--- config.mk ---
export PLATFORM = sky130hd
export DESIGN_NAME = sound_seq_b3
export DESIGN_NICKNAME = d
export VERILOG_FILES = /design/src/rtl/sound_seq_pkg.sv /design/src/rtl/sound_seq_mem.sv /design/src/rtl/sound_seq_b3.sv
export SDC_FILE = /design/constraint.sdc
export NUM_CORES = 1
export LEC_CHECK = 0
export CORE_MARGIN = 2
export CORE_UTILIZATION = 61
export CTS_CLUSTER_SIZE = 40
export DETAILED_ROUTE_END_ITERATION = 6
export PLACE_DENSITY = 0.79
export SYNTH_ARGS = -nofsm -noshare
export SYNTH_HDL_FRONTEND = slang
export SYNTH_SLANG_ARGS = --single-unit
--- constraint.sdc ---
create_clock -name clk -period 4.05 [get_ports clk]
set_input_delay 0.405 -clock clk [delete_from_list [all_inputs] [get_ports clk]]
set_output_delay 0.405 -clock clk [all_outputs]
set_load 0.02 [all_outputs]
--- src/rtl/sound_seq_pkg.sv ---
// Shared constants for the sound-effect sequencer: CPU register map, CTRL and
// STATUS bit positions, FSM encoding and the step-entry layout.
package sound_seq_pkg;

  // CPU register addresses
  localparam logic [3:0] ADDR_CTRL   = 4'h0;
  localparam logic [3:0] ADDR_STATUS = 4'h1;
  localparam logic [3:0] ADDR_DATA   = 4'h2;
  localparam logic [3:0] ADDR_STEP   = 4'h3;

  // CTRL write bits
  localparam int CTRL_START = 0;
  localparam int CTRL_STOP  = 1;
  localparam int CTRL_LOOP  = 2;
  localparam int CTRL_CLEAR = 3;

  // STATUS read bits; count occupies bits 3:0
  localparam int STAT_OVF   = 7;
  localparam int STAT_FULL  = 6;
  localparam int STAT_EMPTY = 5;
  localparam int STAT_BUSY  = 4;

  // Step entry {reg[1:0], dur, value[7:0]}; reg sits directly above dur
  localparam int STEP_VAL_LSB = 0;
  localparam int STEP_VAL_W   = 8;
  localparam int STEP_DUR_LSB = 8;
  localparam int STEP_REG_W   = 2;

  typedef enum logic [2:0] {
    ST_IDLE  = 3'd0,
    ST_ISSUE = 3'd1,
    ST_WAIT  = 3'd2,
    ST_NEXT  = 3'd3,
    ST_MUTE  = 3'd4
  } state_e;

endpackage

--- src/rtl/sound_seq_mem.sv ---
// Step buffer: DEPTH x W register file, synchronous write, asynchronous read.
// Contents are not reset; only entries below the write pointer are ever read.
module sound_seq_mem #(
  parameter int DEPTH = 16,
  parameter int W     = 16,
  localparam int AW   = $clog2(DEPTH)
) (
  input  logic          clk,
  input  logic          we,
  input  logic [AW-1:0] waddr,
  input  logic [W-1:0]  wdata,
  input  logic [AW-1:0] raddr,
  output logic [W-1:0]  rdata
);

  logic [W-1:0] mem_q [DEPTH];

  // Write port: one entry per cycle when we is high
  always_ff @(posedge clk) begin
    if (we) mem_q[waddr] <= wdata;
  end

  assign rdata = mem_q[raddr];

endmodule

--- src/rtl/sound_seq_b3.sv ---
// Sound-effect sequencer on the AVR 8-bit I/O bus. The CPU pushes timed steps
// through DATA/STEP, then START replays them onto the sound block's register
// write port. CPU bus: a write takes effect on the clk edge where we=1; reads
// are combinational while re=1.
// Optional build macro SOUND_SEQ_MUTE_ON_STOP_EN: STOP and non-loop end of
// sequence pass through a MUTE state that writes 0x00 to sound regs 0..3.
module sound_seq_b3
  import sound_seq_pkg::*;
#(
  parameter int DEPTH    = 16,
  parameter int TICK_DIV = 100000,
  parameter int DUR_W    = 6
) (
  input  logic       clk,
  input  logic       reset,
  input  logic [3:0] addr,
  input  logic [7:0] data_in,
  output logic [7:0] data_out,
  input  logic       re,
  input  logic       we,
  output logic [3:0] snd_addr,
  output logic [7:0] snd_data,
  output logic       snd_we,
  output logic       busy
);

  localparam int AW      = $clog2(DEPTH);
  localparam int ENTRY_W = STEP_REG_W + DUR_W + STEP_VAL_W;
  localparam int REG_LSB = STEP_DUR_LSB + DUR_W;
  localparam int TW      = (TICK_DIV > 1) ? $clog2(TICK_DIV) : 1;

  localparam logic [AW:0]      WR_ONE    = (AW+1)'(1);
  localparam logic [AW:0]      FULL_CNT  = (AW+1)'(DEPTH);
  localparam logic [AW-1:0]    RD_ONE    = AW'(1);
  localparam logic [TW-1:0]    TICK_ONE  = TW'(1);
  localparam logic [TW-1:0]    TICK_LAST = TW'(TICK_DIV - 1);
  localparam logic [DUR_W-1:0] DUR_ONE   = DUR_W'(1);

`ifdef SOUND_SEQ_MUTE_ON_STOP_EN
  localparam state_e END_ST = ST_MUTE;
`else
  localparam state_e END_ST = ST_IDLE;
`endif

  state_e             state_q, state_d;
  logic [AW:0]        wr_ptr_q, wr_ptr_d;
  logic [AW-1:0]      rd_ptr_q, rd_ptr_d;
  logic               loop_q, loop_d;
  logic               ovf_q, ovf_d;
  logic [7:0]         stage_q, stage_d;
  logic [TW-1:0]      tick_q, tick_d;
  logic [DUR_W-1:0]   durc_q, durc_d;
  logic [1:0]         mute_idx_q, mute_idx_d;
  logic [3:0]         hold_addr_q, hold_addr_d;
  logic [7:0]         hold_data_q, hold_data_d;

  logic               push;
  logic [ENTRY_W-1:0] wdata, entry;
  logic [7:0]         cur_val;
  logic [DUR_W-1:0]   cur_dur;
  logic [1:0]         cur_reg;
  logic               ctrl_wr, start, stop, full, empty, last_step;
  logic [3:0]         count_sat;
  logic [7:0]         status;

  sound_seq_mem #(.DEPTH(DEPTH), .W(ENTRY_W)) u_mem (
    .clk   (clk),
    .we    (push),
    .waddr (wr_ptr_q[AW-1:0]),
    .wdata (wdata),
    .raddr (rd_ptr_q),
    .rdata (entry)
  );

  assign wdata     = {data_in[7:6], data_in[DUR_W-1:0], stage_q};
  assign cur_val   = entry[STEP_VAL_LSB +: STEP_VAL_W];
  assign cur_dur   = entry[STEP_DUR_LSB +: DUR_W];
  assign cur_reg   = entry[REG_LSB +: STEP_REG_W];

  assign busy      = (state_q != ST_IDLE);
  assign ctrl_wr   = we && (addr == ADDR_CTRL);
  assign stop      = ctrl_wr && data_in[CTRL_STOP];
  assign start     = ctrl_wr && data_in[CTRL_START] && !data_in[CTRL_STOP];
  assign full      = (wr_ptr_q == FULL_CNT);
  assign empty     = (wr_ptr_q == '0);
  assign last_step = ({1'b0, rd_ptr_q} == (wr_ptr_q - WR_ONE));
  assign count_sat = (int'(wr_ptr_q) > 15) ? 4'hF : 4'(wr_ptr_q);
  assign status    = {ovf_q, full, empty, busy, count_sat};

  // State and datapath registers
  always_ff @(posedge clk) begin
    if (reset) begin
      state_q     <= ST_IDLE;
      wr_ptr_q    <= '0;
      rd_ptr_q    <= '0;
      loop_q      <= 1'b0;
      ovf_q       <= 1'b0;
      stage_q     <= '0;
      tick_q      <= '0;
      durc_q      <= '0;
      mute_idx_q  <= '0;
      hold_addr_q <= '0;
      hold_data_q <= '0;
    end else begin
      state_q     <= state_d;
      wr_ptr_q    <= wr_ptr_d;
      rd_ptr_q    <= rd_ptr_d;
      loop_q      <= loop_d;
      ovf_q       <= ovf_d;
      stage_q     <= stage_d;
      tick_q      <= tick_d;
      durc_q      <= durc_d;
      mute_idx_q  <= mute_idx_d;
      hold_addr_q <= hold_addr_d;
      hold_data_q <= hold_data_d;
    end
  end

  // CPU register writes: staging, pushes (only while idle) and CLEAR
  always_comb begin
    loop_d   = loop_q;
    ovf_d    = ovf_q;
    stage_d  = stage_q;
    wr_ptr_d = wr_ptr_q;
    push     = 1'b0;
    if (we) begin
      case (addr)
        ADDR_CTRL: begin
          loop_d = data_in[CTRL_LOOP];
          if (data_in[CTRL_CLEAR] && !busy) begin
            wr_ptr_d = '0;
            ovf_d    = 1'b0;
          end
        end
        ADDR_DATA: stage_d = data_in;
        ADDR_STEP: begin
          if (!busy) begin
            if (full) begin
              ovf_d = 1'b1;
            end else begin
              push     = 1'b1;
              wr_ptr_d = wr_ptr_q + WR_ONE;
            end
          end
        end
        default: ;
      endcase
    end
  end

  // Next-state logic; STOP outranks START, both outrank the step walk
  always_comb begin
    state_d    = state_q;
    rd_ptr_d   = rd_ptr_q;
    tick_d     = tick_q;
    durc_d     = durc_q;
    mute_idx_d = mute_idx_q;
    case (state_q)
      ST_IDLE: begin
        if (start && !empty) begin
          rd_ptr_d = '0;
          state_d  = ST_ISSUE;
        end
      end
      ST_ISSUE: begin
        tick_d  = '0;
        durc_d  = '0;
        state_d = (cur_dur == '0) ? ST_NEXT : ST_WAIT;
      end
      ST_WAIT: begin
        if (tick_q == TICK_LAST) begin
          tick_d = '0;
          if (durc_q == cur_dur - DUR_ONE) state_d = ST_NEXT;
          else                             durc_d  = durc_q + DUR_ONE;
        end else begin
          tick_d = tick_q + TICK_ONE;
        end
      end
      ST_NEXT: begin
        if (last_step) begin
          if (loop_q) begin
            rd_ptr_d = '0;
            state_d  = ST_ISSUE;
          end else begin
            mute_idx_d = '0;
            state_d    = END_ST;
          end
        end else begin
          rd_ptr_d = rd_ptr_q + RD_ONE;
          state_d  = ST_ISSUE;
        end
      end
      ST_MUTE: begin
        mute_idx_d = mute_idx_q + 2'd1;
        if (mute_idx_q == 2'd3) state_d = ST_IDLE;
      end
      default: state_d = ST_IDLE;
    endcase
    if (busy) begin
      if (stop && state_q != ST_MUTE) begin
        mute_idx_d = '0;
        state_d    = END_ST;
      end else if (start) begin
        rd_ptr_d = '0;
        state_d  = ST_ISSUE;
      end
    end
  end

  // Sound port outputs; address/data hold their last driven value
  always_comb begin
    snd_we      = 1'b0;
    snd_addr    = hold_addr_q;
    snd_data    = hold_data_q;
    case (state_q)
      ST_ISSUE: begin
        snd_we   = 1'b1;
        snd_addr = {2'b00, cur_reg};
        snd_data = cur_val;
      end
      ST_MUTE: begin
        snd_we   = 1'b1;
        snd_addr = {2'b00, mute_idx_q};
        snd_data = 8'h00;
      end
      default: ;
    endcase
    hold_addr_d = snd_addr;
    hold_data_d = snd_data;
  end

  // CPU read mux, zero when not reading or unmapped
  always_comb begin
    data_out = '0;
    if (re) begin
      case (addr)
        ADDR_CTRL:   data_out[CTRL_LOOP] = loop_q;
        ADDR_STATUS: data_out = status;
        default:     data_out = '0;
      endcase
    end
  end

endmodule

==> results of run 1 <==
[cells in the mapped netlist (all sizes together), types with 2 or more instances]
cell	count	share of area [%]
a211oi	3	0.17
a21boi	3	0.17
a21o	4	0.23
a21oi	22	0.85
a221oi	2	0.13
a22o	2	0.13
a22oi	19	1.1
a311oi	4	0.27
a31oi	3	0.14
and2	16	0.77
and3	14	0.67
buf	13	0.65
clkbuf	25	0.72
dfxtp	59	9.1
edfxtp	256	59
ha	11	1.1
inv	11	0.32
mux2i	16	1.2
mux4	74	13
nand2	47	1.4
nand2b	4	0.19
nand3	18	0.69
nand3b	4	0.23
nand4	5	0.24
nor2	78	2.3
nor2b	19	0.91
nor3	16	0.70
nor3b	2	0.12
nor4	4	0.19
o21ai	25	0.96
o22ai	2	0.096
o31ai	2	0.12
or2	3	0.14
or3	2	0.096
or4	2	0.12
xnor2	8	0.54
xor2	6	0.40
[timing repair]
action / CTS / global route
gates resized for setup: 0 / 1
setup buffers: 1 / 1
setup endpoints to repair: 5 / 6
cloned: 0 / 0
hold buffers: 0 / 0
[per-layer routing]
| metal | track usage [%] | part of all wire (%) |
|---|---|---|
| met1 | 39.8 | 37 |
| met2 | 47.6 | 50 |
| met3 | 5.98 | 9.9 |
| met4 | 9.67 | 2.6 |
| met5 | 0 | 0 |
[registers in the layout, summed over array words and instances (netlist names)]
name and count:
hold_data_q 8, loop_q 1, mute_idx_q 2, wr_ptr_q 5
tick_q 17, u_mem.mem_q 256, rd_ptr_q 4, ovf_q 1
state_q 3, stage_q 8, hold_addr_q 4, durc_q 6
[how the worst max path moves through the flow]
stage                           start  slack, ns                     end  depth (start not counted)
2_1_floorplan  rd_ptr_q[0]$_SDFF_PP0_       0.91             snd_data[4]                          8
3_3_place_gp   rd_ptr_q[0]$_SDFF_PP0_       0.51             snd_addr[0]                          6
3_5_place_dp   rd_ptr_q[0]$_SDFF_PP0_       0.47  durc_q[5]$_SDFFE_PP0P_                          9
4_1_cts        rd_ptr_q[0]$_SDFF_PP0_       0.07             snd_data[1]                          6
5_1_grt        rd_ptr_q[1]$_SDFF_PP0_       0.06             snd_data[1]                          6
6_report       rd_ptr_q[1]$_SDFF_PP0_       0.20             snd_data[1]                          6
[worst reg2reg max path, cell delays in order, from the launching register on]
cell and delay (ns):
dfxtp_4 0.39, buf_4 0.32, mux4_2 0.61, a222oi_1 0.57
nand2_2 0.21, xnor2_1 0.17, o221ai_1 0.25, a211oi_1 0.15
o21a_1 0.18, or4_1 0.54, a21boi_1 0.17
[logic make-up (layout without fill, tap and decap cells)]
family / Yosys count / in the layout / share of synthesized area [%]
flip-flops: 315 / 315 / 68.2
AND/OR/NAND/NOR: 240 / 240 / 9.13
AO/OA/AOI/OAI: 97 / 97 / 4.76
multiplexers: 91 / 91 / 14.2
buffers and inverters: 49 / 138 / 1.69
XOR/XNOR: 14 / 14 / 0.943
adder cells (fa/ha/maj): 11 / 11 / 1.06
[cell type report]
class / instances / area, µm²
Timing Repair Buffer: 66 / 673
Sequential cell: 315 / 8870
Fill cell: 1244 / 6020
Clock inverter: 18 / 181
Multi-Input combinational cell: 453 / 3920
Inverter: 11 / 41.3
Tap cell: 275 / 344
Clock buffer: 43 / 906
[power by group]
| part | total, W | switching (W) | internal (W) |
|---|---|---|---|
| sequential | 0.00349 | 0.00000508 | 0.00348 |
| clock | 0.00302 | 0.00123 | 0.00179 |
| combinational | 0.0000745 | 0.0000514 | 0.0000231 |
[per-stage QoR]
stage / total power, W / setup WS, ns / cells
2_1_floorplan: 0.00358 / 0.913 / 817
3_3_place_gp: 0.00362 / 0.511 / 1118
3_5_place_dp: 0.00363 / 0.469 / 1118
4_1_cts: 0.00661 / 0.0694 / 1180
5_1_grt: 0.00674 / 0.0551 / 1181
6_report: 0.00658 / 0.197 / 1181
==> flow_metrics.tcl, run 1 <==
set metrics [dict create \
    drt_first_iter_violations 936 \
    io_pins 38 \
    crit_buf_inv 2 \
    maxCapViolations 0 \
    r2r-end "durc_q[5]$_SDFFE_PP0P_" \
    clock_path_buffers 3 \
    tritoncts "done" \
    p_leak_nw 4.80 \
    final_cell_mix "edfxtp_1, nor2_1, mux4_2, dfxtp_1, nand2_1" \
    numCtsBuffers 34 \
    diodes 0 \
    io_buffers 37 \
    powerDensity_nw_per_um2 441 \
    cp.arrival_ns 3.45 \
    start_util_pct 62.1 \
    placed_area_um2 13800 \
    track_usage_pct 29.2 \
    drv_slew 0 \
    hpwl_um 17800 \
    gp_congestion 0.944 \
    htreeDepth 2 \
    worstPathMaxFanout 47 \
    drive_above_1_share_pct 17.1 \
    grt_max_degree 48 \
    fp.dieH_um 150 \
    routed_wl_um 31600 \
    yosys_warnings 0 \
    syn-cell-area_um2 13000 \
    fp-row-count 53 \
    finClkSkew_ns 0.0139 \
    clk_pin_slew_ns 0.06 \
    utilization_pct 71.3 \
    setup_viol 0 \
    drtAntennaViolNets 0 \
    post-route-period-util_pct 95.1 \
    ys_types 58 \
    tightest_slew_ns 0.916 \
    syn_inst 817 \
    antenna_found_initial 0 \
    synth_flop_cell "edfxtp_1" \
    worstSetupPathType "flip-flop to primary output" \
    ys_seq_area_share_pct 68.2 \
    critPathLaunchType "flip-flop" \
    whs_ns 0.501 \
    clk-insertion-delay-late_ns 0.51 \
    grt-ovfl-total 0 \
    drc_errors 0 \
    vdd_drop_max_uv 259 \
    finalHoldViolCount 0 \
    synth-edff-count 256 \
    tns_ns 0 \
    critPathSlowestCell "dfxtp_2" \
    ys_ff_latch 315 \
    area_growth_pct 14.8 \
    slew_headroom_pct 39.0 \
    fp.dieW_um 150 \
    worst_path_largest_cell_delay_ns 0.71 \
    cp_common_cell "mux4_2" \
    final_nets 908 \
    fin_crit_ns 3.85 \
    root_buffer "clkbuf_16" \
    finish.instance_area_um2 14900 \
    wl_per_cell_um 26.7 \
    final_common_cell "edfxtp_1" \
    r2r_cells 10 \
    hold_depth 1 \
    r2r_slack_ns 0.41 \
    crit_chain "buf_12 -> mux4_2 -> mux4_2 -> a22oi_1 -> o21ai_0 -> clkdlybuf4s50_1" \
    core_um2 21000 \
    rsz0062_at_grt "no" \
    required_ns 3.64 \
    vias_per_cell 6.67 \
    cp-end-kind "primary output" \
    grt_pass1_wl_um 47600 \
    grt_pass1_vias 7917 \
    synth_fp_nets 844 \
    hold_path_startpoint "tick_q[16]$_SDFFE_PP0P_" \
    dr_total_vias 7873 \
    firstDrtPassIters 5 \
    status "finished, final reports clean" \
    hold_end "tick_q[16]$_SDFFE_PP0P_" \
    clock.fmax_mhz 260 \
    synth.avg_cell_area_um2 15.9 \
    rr_startpoint "rd_ptr_q[0]$_SDFF_PP0_" \
    crit_family "buffers and inverters" \
    async_reset_ff_share_pct 0 \
    fp.dieArea_um2 22500 \
    numClockSinks 315 \
    hp-class "flip-flop to flip-flop" \
]
Power figures use the tool's default switching activity.
==> inputs of run 2 (changes only) <==
--- a/config.mk
+++ b/config.mk
@@ -5,11 +5,13 @@
 export SDC_FILE = /design/constraint.sdc
 export NUM_CORES = 1
 export LEC_CHECK = 0
+export ABC_AREA = 1
 export CORE_MARGIN = 2
 export CORE_UTILIZATION = 61
 export CTS_CLUSTER_SIZE = 40
 export DETAILED_ROUTE_END_ITERATION = 6
 export PLACE_DENSITY = 0.79
+export SETUP_SLACK_MARGIN = 0.3
 export SYNTH_ARGS = -nofsm -noshare
 export SYNTH_HDL_FRONTEND = slang
 export SYNTH_SLANG_ARGS = --single-unit
==> flow_metrics.tcl, run 2 <==
set metrics [dict create \
    worstPathMaxFanout 48 \
    fin_crit_ns 3.53 \
    io_pins 38 \
    ys_ff_latch 315 \
    fillers 1524 \
    drt_first_iter_violations 1180 \
    yosys.area.top_type "edfxtp_1" \
    whs_ns 0.443 \
    htreeDepth 1 \
    required_ns 3.64 \
    fp-row-count 54 \
    clock_path_buffers 3 \
    total_power_w 0.00643 \
    syn_inst 1284 \
    grt-ovfl-total 0 \
    final_common_cell "edfxtp_1" \
    drc_errors 0 \
    routed_wl_um 33100 \
    post-place-ws_ns 1.04 \
    clock.fmax_mhz 284 \
    drive_above_1_share_pct 8.25 \
    r2r-end "durc_q[1]$_SDFFE_PP0P_" \
    largest_register "u_mem.mem_q" \
    crit_start "rd_ptr_q[1]$_SDFF_PP0_" \
    drtAntennaViolNets 0 \
    yosys.area.top_type_share_pct 57.0 \
    postCtsSetupBuffers 0 \
    diodes 0 \
    rsz0062_at_grt "no" \
    numCtsBuffers 30 \
    numClockSinks 315 \
    cp.arrival_ns 3.12 \
    post-route-period-util_pct 87.1 \
    fp.dieArea_um2 23300 \
    hp-class "flip-flop to flip-flop" \
    final_cell_mix "edfxtp_1, nand2_1, nor2_1, inv_1, o21ai_0" \
    r2r_slack_ns 1.06 \
    largest_register_ffs 256 \
    wl_per_cell_um 20.4 \
    synth-edff-count 256 \
    area_growth_pct 12.9 \
    crit_buf_inv 3 \
    critPathSlowestCell "clkdlybuf4s50_1" \
    p_leak_nw 5.44 \
    synth.area.top_cells "edfxtp_1, dfxtp_1, nand2_1" \
    hold_depth 2 \
    status "finished, final reports clean" \
    grt_pass1_vias 9434 \
    hpwl_um 18400 \
    crit_family "buffers and inverters" \
    yosys_warnings 0 \
    cp-end-kind "primary output" \
    tightest_slew_ns 0.845 \
    ys_seq_area_share_pct 65.7 \
    finalHoldViolCount 0 \
    synth_fp_nets 1311 \
    drv_slew 0 \
    antenna_found_initial 0 \
    vias_per_cell 6.02 \
    grt_max_degree 139 \
    maxCapViolations 0 \
    synth.most_common_cell "edfxtp_1" \
    final_nets 1349 \
    worst_path_largest_cell_delay_ns 0.61 \
    tns_ns 0 \
    fp.dieW_um 153 \
    start_util_pct 62.0 \
    async_reset_ff_share_pct 0 \
    dr_total_vias 9792 \
    slew_headroom_pct 43.6 \
    gp_congestion 0.867 \
    reg_top3 "u_mem.mem_q (256), tick_q (17)" \
    synth.avg_cell_area_um2 10.5 \
    vdd_drop_max_uv 473 \
    critPathLaunchType "flip-flop" \
    cp-endpoint "snd_addr[1]" \
    root_buffer "clkbuf_16" \
    firstDrtPassIters 5 \
    cp_common_cell "nand2_1" \
    cp.depth 9 \
    setup_viol 0 \
    powerDensity_nw_per_um2 422 \
    ys_types 45 \
    clk_pin_slew_ns 0.06 \
    clk-insertion-delay-late_ns 0.57 \
    fp.dieH_um 153 \
    synth_common_cells "edfxtp_1, nand2_1, nor2_1, inv_1, o21ai_0" \
    synth_flop_cell "edfxtp_1" \
    core_um2 21800 \
    setup_slack_ns 0.524 \
    finClkSkew_ns 0.0199 \
    syn-cell-area_um2 13500 \
    r2r_cells 20 \
    crit_chain "inv_4 -> buf_4 -> o21ai_0 -> o221ai_1 -> o211ai_1 -> nand2_1 -> nand2_1 -> nand3_1 -> clkdlybuf4s50_1" \
    grt_pass1_wl_um 51000 \
    track_usage_pct 28.2 \
    tritoncts "done" \
    worstSetupPathType "flip-flop to primary output" \
    rr_startpoint "rd_ptr_q[0]$_SDFF_PP0_" \
    io_buffers 37 \
]
==> run 2: changes by cell type in the layout (fill, tap and decap cells not counted), moves of 16 or more <==
cell      change
o21ai_0      +86
mux4_2       -70
a21oi_1      +24
o211ai_1     +19
o22ai_1      +16
inv_1       +101
a22oi_1      -19
nand2_1     +179
nor2b_1      -19
nand3_1      +81
o221ai_1     +25
mux2i_1      -16
nor2_1       +67
==> run 2: per-stage QoR <==
stage,cells,utilization [%],instance area (µm²)
finish,1626,70.0,15200
global route,1626,70.0,15200
CTS,1626,70.0,15200
detailed placement,1570,65.4,14200
global placement,1570,65.4,14200
floorplan,1284,-,13500
==> run 2: area by class of cell <==
class                   instances  area (µm²)  share of cell area, %
repair buffers                 69         636                   4.17
clock inverters                12         174                   1.14
multi-input cells             788        3920                   25.7
well taps                     280         350                   2.30
flip-flops and latches        315        8870                   58.2
inverters                     118         448                   2.94
clock buffers                  44         833                   5.47
==> run 2: logic make-up after synthesis <==
kind of cell | share of synthesized area, %
flops | 65.7
compound gates | 10.4
simple gates | 16.5
buf+inv | 5.58
xor+xnor | 0.844
fa+ha+maj | 1.02
==> run 2: worst min-delay path by stage <==
stage                                    startpoint                   endpoint  slack, ns
after floorplan           hold_addr_q[2]$_SDFF_PP0_  hold_addr_q[2]$_SDFF_PP0_       0.42
after global placement    hold_addr_q[3]$_SDFF_PP0_  hold_addr_q[3]$_SDFF_PP0_       0.43
after detailed placement  hold_addr_q[3]$_SDFF_PP0_  hold_addr_q[3]$_SDFF_PP0_       0.44
after CTS                 hold_addr_q[3]$_SDFF_PP0_  hold_addr_q[3]$_SDFF_PP0_       0.45
after global routing      hold_addr_q[3]$_SDFF_PP0_  hold_addr_q[3]$_SDFF_PP0_       0.46
final                     hold_addr_q[3]$_SDFF_PP0_  hold_addr_q[3]$_SDFF_PP0_       0.44
==> run 2: metal layers <==
| metal | wire [µm] | GRT usage (%) | up-vias |
|---|---|---|---|
| met1 | 12800 | 38.6 | 4626 |
| li1 | - | - | 4550 |
| met2 | 15600 | 45.9 | 528 |
| met5 | 0 | 0 | - |
| met4 | 1370 | 12.2 | 0 |
| met3 | 3310 | 3.67 | 88 |
==> run 2: repair_timing <==
action,CTS,global route
hold buffers,0,0
endpoints found under the setup margin,0,1
resized for setup,0,1
==> run 2: worst reg2reg max path: stages (launching register included) <==
cell and delay (ns):
dfxtp_4 0.37, buf_12 0.44, nor2_1 0.11, nor2_1 0.11, o21ai_0 0.12, nand3_1 0.10, nand3_1 0.13, nand2_1 0.13
inv_2 0.07, ha_1 0.30, xnor2_1 0.13, nor2_1 0.10, nand2_1 0.06, nor2_1 0.10, nand2_1 0.09, nor2_4 0.14
nand3_4 0.12, nand2_4 0.11, nand2_1 0.06, nand2_1 0.05, nor2_1 0.04
==> run 2: report_power, final <==
part	total, W	internal, W	switching, W
sequential	0.00349	0.00348	0.00000849
combinational	0.0000777	0.0000239	0.0000538
clock	0.00286	0.00168	0.00118
total	0.00643	0.00519	0.00125
